--- config.mk ---
export PLATFORM = sky130hd
export DESIGN_NAME = alu_op_sequencer
export DESIGN_NICKNAME = d
export VERILOG_FILES = /design/src/rtl/alu_op_sequencer.sv
export SDC_FILE = /design/constraint.sdc
export NUM_CORES = 1
export LEC_CHECK = 0
export BUFFER_PORTS_ARGS = -buffer_cell sky130_fd_sc_hd__buf_2
export CORE_AREA = 2 2 117 164
export CTS_BUF_LIST = sky130_fd_sc_hd__clkbuf_8
export DETAILED_ROUTE_END_ITERATION = 6
export DIE_AREA = 0 0 119 166
export RECOVER_POWER = 100
export SYNTH_ARGS = -nofsm -noshare
export SYNTH_HDL_FRONTEND = slang
export SYNTH_SLANG_ARGS = --single-unit
--- constraint.sdc ---
create_clock -name clk -period 1.7 [get_ports clk]
set_input_delay 0.34 -clock clk [delete_from_list [all_inputs] [get_ports clk]]
set_output_delay 0.34 -clock clk [all_outputs]
set_load 0.01 [all_outputs]
--- src/rtl/alu_op_sequencer.sv ---
// alu_op_sequencer: issues one ALU operation at a time to a 32-bit datapath
// with a 5:1 result mux (0=add, 1=sub, 2=mul, 3=shr, 4=shl). It registers
// the operands and mux select, waits the per-op latency, captures the mux
// output and holds it on a valid/ready result port until the consumer takes it.
module alu_op_sequencer #(
  parameter int ADD_LAT = 1,
  parameter int MUL_LAT = 4,
  parameter int SH_LAT  = 1
) (
  input  logic        clk,
  input  logic        rst_n,
  input  logic        req_valid,
  output logic        req_ready,
  input  logic [2:0]  req_op,
  input  logic [31:0] req_a,
  input  logic [31:0] req_b,
  output logic [31:0] alu_a,
  output logic [31:0] alu_b,
  output logic [2:0]  sel,
  input  logic [31:0] mux_out,
  output logic        res_valid,
  input  logic        res_ready,
  output logic [31:0] res_data,
  output logic        res_err,
  output logic        busy,
  output logic [15:0] op_count
);

  typedef enum logic [1:0] {
    S_IDLE = 2'd0,
    S_EXEC = 2'd1,
    S_DONE = 2'd2
  } state_t;

  state_t      r_state;
  logic [7:0]  r_cnt;
  logic [31:0] r_alu_a;
  logic [31:0] r_alu_b;
  logic [2:0]  r_sel;
  logic [31:0] r_res_data;
  logic        r_res_err;
  logic [15:0] r_op_count;

  // Opcodes 5..7 have no mux input behind them.
  function automatic logic f_illegal(input logic [2:0] op);
    return (op > 3'd4);
  endfunction

  // Countdown preload: the counter hits zero on the capture edge, LAT edges after accept.
  function automatic logic [7:0] f_lat_m1(input logic [2:0] op);
    logic [7:0] v;
    case (op)
      3'd0, 3'd1: v = 8'(ADD_LAT - 1);
      3'd2:       v = 8'(MUL_LAT - 1);
      default:    v = 8'(SH_LAT - 1);
    endcase
    return v;
  endfunction

  // Sequencer FSM: accept in IDLE, count down in EXEC, hold result in DONE.
  always_ff @(posedge clk or negedge rst_n) begin
    if (!rst_n) begin
      r_state    <= S_IDLE;
      r_cnt      <= 8'd0;
      r_alu_a    <= 32'd0;
      r_alu_b    <= 32'd0;
      r_sel      <= 3'd0;
      r_res_data <= 32'd0;
      r_res_err  <= 1'b0;
      r_op_count <= 16'd0;
    end else begin
      case (r_state)
        S_IDLE: begin
          if (req_valid) begin
            r_alu_a <= req_a;
            r_alu_b <= req_b;
            if (f_illegal(req_op)) begin
              // No ALU work: report the error right away and leave sel untouched.
              r_res_data <= 32'd0;
              r_res_err  <= 1'b1;
              r_state    <= S_DONE;
            end else begin
              r_sel   <= req_op;
              r_cnt   <= f_lat_m1(req_op);
              r_state <= S_EXEC;
            end
          end
        end
        S_EXEC: begin
          if (r_cnt == 8'd0) begin
            r_res_data <= mux_out;
            r_res_err  <= 1'b0;
            r_state    <= S_DONE;
          end else begin
            r_cnt <= r_cnt - 8'd1;
          end
        end
        S_DONE: begin
          if (res_ready) begin
            r_op_count <= r_op_count + 16'd1;
            r_state    <= S_IDLE;
          end
        end
        default: r_state <= S_IDLE;
      endcase
    end
  end

  // Ready is gated by reset so every output reads zero while reset is held.
  assign req_ready = (r_state == S_IDLE) && rst_n;
  assign res_valid = (r_state == S_DONE);
  assign busy      = (r_state != S_IDLE);
  assign alu_a     = r_alu_a;
  assign alu_b     = r_alu_b;
  assign sel       = r_sel;
  assign res_data  = r_res_data;
  assign res_err   = r_res_err;
  assign op_count  = r_op_count;

endmodule
; ---- Yosys cells after proc, flatten, opt, wreduce, memory -nomap -nowiden
; Cells that the tools add are included.
[totals]
reg_bits = 126
output_inout_bits = 119
word_cells = 50
in_bits = 103
[classes]
magnitude_cmp = 1
mux = 18
eq_ne = 9
add_sub_neg = 2
n_reduce_logical = 11
bitwise_logic = 1
[ops]
columns = cell, n
row1 = two-way mux 32 bit, 3
row2 = case mux 32 bit (2 select lines), 1
row3 = two-way mux 8 bit, 3
row4 = "adder 16 x 1 -> 16 bit, second input constant", 1
row5 = case mux 8 bit (2 select lines), 1
row6 = two-way mux 2 bit, 5
row7 = "inequality test 2 bit, second input constant", 5
row8 = zero test 8 bit, 1
row9 = AND reduction 4 bit, 2
row10 = "subtractor 8 x 1 -> 8 bit, second input constant", 1
row11 = case mux 2 bit (3 select lines), 1
row12 = AND reduction 3 bit, 2
row13 = AND reduction 2 bit, 2
row14 = nonzero test 2 bit, 2
row15 = "equality test 3 x 2 -> 1 bit, second input constant", 1
row16 = "greater-than comparator 3 bit, second input constant", 1
row17 = two-way mux 1 bit, 3
row18 = "equality test 2 x 1 -> 1 bit, second input constant", 1
row19 = "equality test 2 bit, second input constant", 1
row20 = zero test 2 bit, 1
row21 = "inequality test 2 x 1 -> 1 bit, second input constant", 1
row22 = case mux 1 bit (2 select lines), 1
row23 = logical AND 1 bit, 1
row24 = NOT 1 bit, 1

; ---- Depth between registers and ports, before layout
[logic_depth]
word_depth = 5
ltp_mapped = 7
depth_no_buf = 6

; ---- Worst setup path after synthesis
; OpenSTA, ideal clock, no wires.
[synth_path]
path_kind = register to register
from = register r_cnt[0]
to = register r_res_data[10] (netlist: res_data[10])
required_ns = 1.579
path_slack_ns = -0.079
synth_period_minus_slack_ns = 1.779
stages_incl_launch_ff = 8
n_path_buf = 1
arrival_time_ns = 1.658
cell_sequence = dfrtp_1 inv_1 ha_1 nor3b_2 nand3_4 a21o_4 buf_6 a22o_1
[synth_via]
elab_chain_len = 3
[synth_rtl]
columns = item, line
row1 = "start, declared", 36  ; logic [7:0] r_cnt;
row2 = "start signal, assigned", 84  ; r_cnt <= f_lat_m1(req_op);
row3 = "start signal, assigned", 95  ; r_cnt <= r_cnt - 8'd1;
row4 = zero test 8 bit, 90  ; if (r_cnt == 8'd0) begin
row5 = inequality test 2 bit (no source line), --
row6 = AND reduction 4 bit (no source line), --
row7 = "end signal, assigned", 91  ; r_res_data <= mux_out;
row8 = "end, declared", 40  ; logic [31:0] r_res_data;
; No other way between the ends.
; A chain may end at the register's enable or synchronous reset.

; ---- Final worst setup path
[layout_path]
from = register r_state[1]
to = output port req_ready
[layout_via]
elab_chain_len = 2
[layout_rtl]
columns = item, line
row1 = "start, declared", 35  ; state_t r_state;
row2 = "start signal, assigned", 63  ; r_state <= S_IDLE;
row3 = "start signal, assigned", 81  ; r_state <= S_DONE;
row4 = "start signal, assigned", 85  ; r_state <= S_EXEC;
row5 = zero test 2 bit, 110  ; assign req_ready = (r_state == S_IDLE) && rst_n;
row6 = logical AND 1 bit, 110
row7 = "end, declared", 13  ; output logic req_ready,
; No other way between the ends.

==> flow_summary.json <==
{
  "dp.cells": 821,
  "cp_slowest_cell": "dfrtp_2",
  "port_buffers": 221,
  "synthArstFlopShare_pct": 100,
  "postRouteAntennaNets": 0,
  "synthDistinctLibCells": 49,
  "violations": "capacitance limit, slew limit, setup timing",
  "crit_chain": "buf_6 > or2_4 > nor2_4 > buf_6",
  "ys_top_cells_by_area": "dfrtp_1 63%, mux2_2 11%, a22o_1 5.6%",
  "yosys.area.top_type": "dfrtp_1",
  "grt_pass1_wl_mm": 21.0,
  "cts_max_level": 4,
  "clk_latency_ns": 0.44,
  "dpl.hpwl_mm": 9.14,
  "max_slew_margin_pct": -3.40,
  "worst_pin_slew_ns": 1.55,
  "post-route-util_pct": 39.5,
  "gr-total-overflow": 0,
  "cp.arrival_ns": 1.45,
  "power_per_cell_area_mw_per_mm2": 1860,
  "cts_tree": "yes",
  "cts_buffers": 17,
  "netlist_instances": 352,
  "synth.top_cell.area_share_pct": 62.6,
  "cts_root_buf": "clkbuf_8",
  "ys.warnings.count": 0,
  "core_mm2": 0.0184,
  "skew_ns": 0.0129,
  "min_from": "req_b[29]",
  "maxCapViolCount": 1,
  "ys.flop_type": "dfrtp_1",
  "fmax_ghz": 0.558,
  "post-route-drc-count": 0,
  "gp_congestion": 0.772,
  "totalWireLength_mm": 14.2,
  "ys_ff_latch": 126,
  "dieArea_mm2": 0.0198,
  "start_util_pct": 27.4,
  "path_delay_family": "flip-flops",
  "cts_buffer_depth": 2,
  "clock-sinks": 126,
  "cp-end-kind": "output pin",
  "nets": 730,
  "via_per_inst": 4.48,
  "cp_max_fo": 3,
  "slowest_delay_ns": 0.42,
  "cp-start-kind": "flop",
  "crit_top_cell": "buf_6",
  "crit_buf_inv": 2,
  "rsz0062_at_grt": "true",
  "setup_viol": 40,
  "drt_pre_antenna_iters": 4,
  "stdcell_count": 880,
  "gr-usage-all-layers_pct": 13.5,
  "mappedNetlistArea_mm2": 0.00503,
  "grt_pass1_vias": 4143,
  "syn_area_per_cell_um2": 14.3,
  "cp_data_required_time_ns": 1.36,
  "synth_edf_count": 0,
  "timing.hold.ws_ns": 0.117,
  "cp-startpoint": "r_state[1]",
  "critPathKind": "flop to output pin",
  "rr_startpoint": "r_state[0]",
  "period_share_pct": 106,
  "outcome": "finished with violations",
  "io_pins": 222,
  "rows": 59,
  "min_period_ns": 1.79,
  "drt-initial-drc-count": 127,
  "hold_viol_final": 0,
  "drv_slew": 127,
  "via_count": 3943,
  "fin_ws_ns": -0.0936,
  "clkTransAtPathRegs_ns": 0.08,
  "die_w_um": 119,
  "wl_per_cell_um": 16.1,
  "p_leak_uw": 0.00334,
  "yosysSeqAreaShare_pct": 62.6,
  "grt_max_degree": 127,
  "area_delta_synth_final_pct": 44.1,
  "antenna_found_initial": 0,
  "die_height_um": 166,
  "diodes": 0,
  "ir_drop_mv": 0.815,
  "hold_path.class": "primary input to flop",
  "ctsHoldBuffers": 0,
  "syn_nets": 458,
  "drive_gt1_share_pct": 41.4
}
-- cell type report --
| class | instances | area [um^2] |
|---|---|---|
| Inverter | 8 | 30.0 |
| Tap cell | 244 | 305 |
| Fill cell | 1838 | 11100 |
| Clock buffer | 18 | 248 |
| Multi-Input combinational cell | 202 | 1850 |
| Clock inverter | 13 | 149 |
| Timing Repair Buffer | 269 | 1520 |
| Sequential cell | 126 | 3160 |
-- path summary, 6_finish.rpt --
path	slack [ns]	endpoint	cells after the start
worst max-delay path	-0.09	req_ready	4
worst min-delay path	0.12	alu_b[29]	2
worst max register to register	-0.07	r_cnt[1]	7
worst min register to register	0.48	op_count[15]	1
max in group asynchronous	0.23	r_state[1]	2
min in group asynchronous	0.37	op_count[13]	2
-- worst register-to-register path, cell delays in order, from the launching register on --
cell	delay, ns
dfrtp_2	0.42
buf_4	0.17
nor3b_4	0.20
clkbuf_2	0.23
buf_8	0.15
nand2_2	0.06
nand2_1	0.12
mux2_4	0.30
-- what timing repair did --
action / in CTS / in global routing
pin swaps: 26 / 14
gates resized for setup: 19 / 28
endpoints found under the setup margin: 39 / 110
setup buffers: 14 / 10
gates cloned: 2 / 5
-- routing by layer --
| layer | track usage (%) | wire [um] |
|---|---|---|
| met5 | 0 | 0 |
| met1 | 15.2 | 5520 |
| met2 | 23.6 | 7580 |
| met3 | 3.71 | 732 |
| met4 | 6.06 | 342 |
-- cell usage after synthesis (3+ instances only) --
cell and n:
xor2_1 6, nand3_1 7, nand4_1 3, and3_1 3
buf_2 12, ha_1 3, a22o_1 32, mux2_2 49
mux2_1 17, nor2_1 8, a21oi_1 4, dfrtp_1 126
nand2_1 20, buf_6 3, o21ai_0 4, xnor2_1 10
inv_1 8
-- sequential cells by signal, summed over array words and instances (netlist names) --
signal	count
alu_a	32
alu_b	32
res_data	32
op_count	16
r_cnt	8
sel	3
r_state	2
res_err	1
-- where the power goes --
part / total (uW) / internal (uW) / switching, uW / leakage, uW
combinational: 5730 / 2870 / 2860 / 0.00158
sequential: 5140 / 4350 / 783 / 0.00156
clock: 2640 / 1460 / 1180 / 0.000203
-- placed cells by master, fill, tap and decap left out, drive strengths merged, types with 6 or more instances in the layout --
cell type and n:
xnor2 10, xor2 6, nand2 20, a22o 32, nor2 9, mux2 66, clkbuf 142, nand3 8
dfrtp 126, buf 145, inv 11
-- cell families after synthesis --
| kind of cell | synth area share [%] |
|---|---|
| DFF | 62.6 |
| muxes | 15.0 |
| and+or+nand+nor | 7.90 |
| adders and majority gates | 0.746 |
| buffers and inverters | 2.53 |
| xor gates and xnor gates | 2.78 |
| AOI/OAI and AO/OA | 8.45 |
-- per-stage QoR --
stage	TNS [ns]	total power (uW)	cell area [um^2]	setup slack, ns
global placement	0	10100	6550	0.00463
global route	-7.22	14300	7260	-0.162
detailed placement	-1.83	10300	6550	-0.0683
finish	-0.957	13500	7260	-0.0936
CTS	-1.35	13500	7190	-0.143
floorplan	-0.105	8000	5040	-0.00350
No activity file was read; power rests on OpenSTA's default activity.
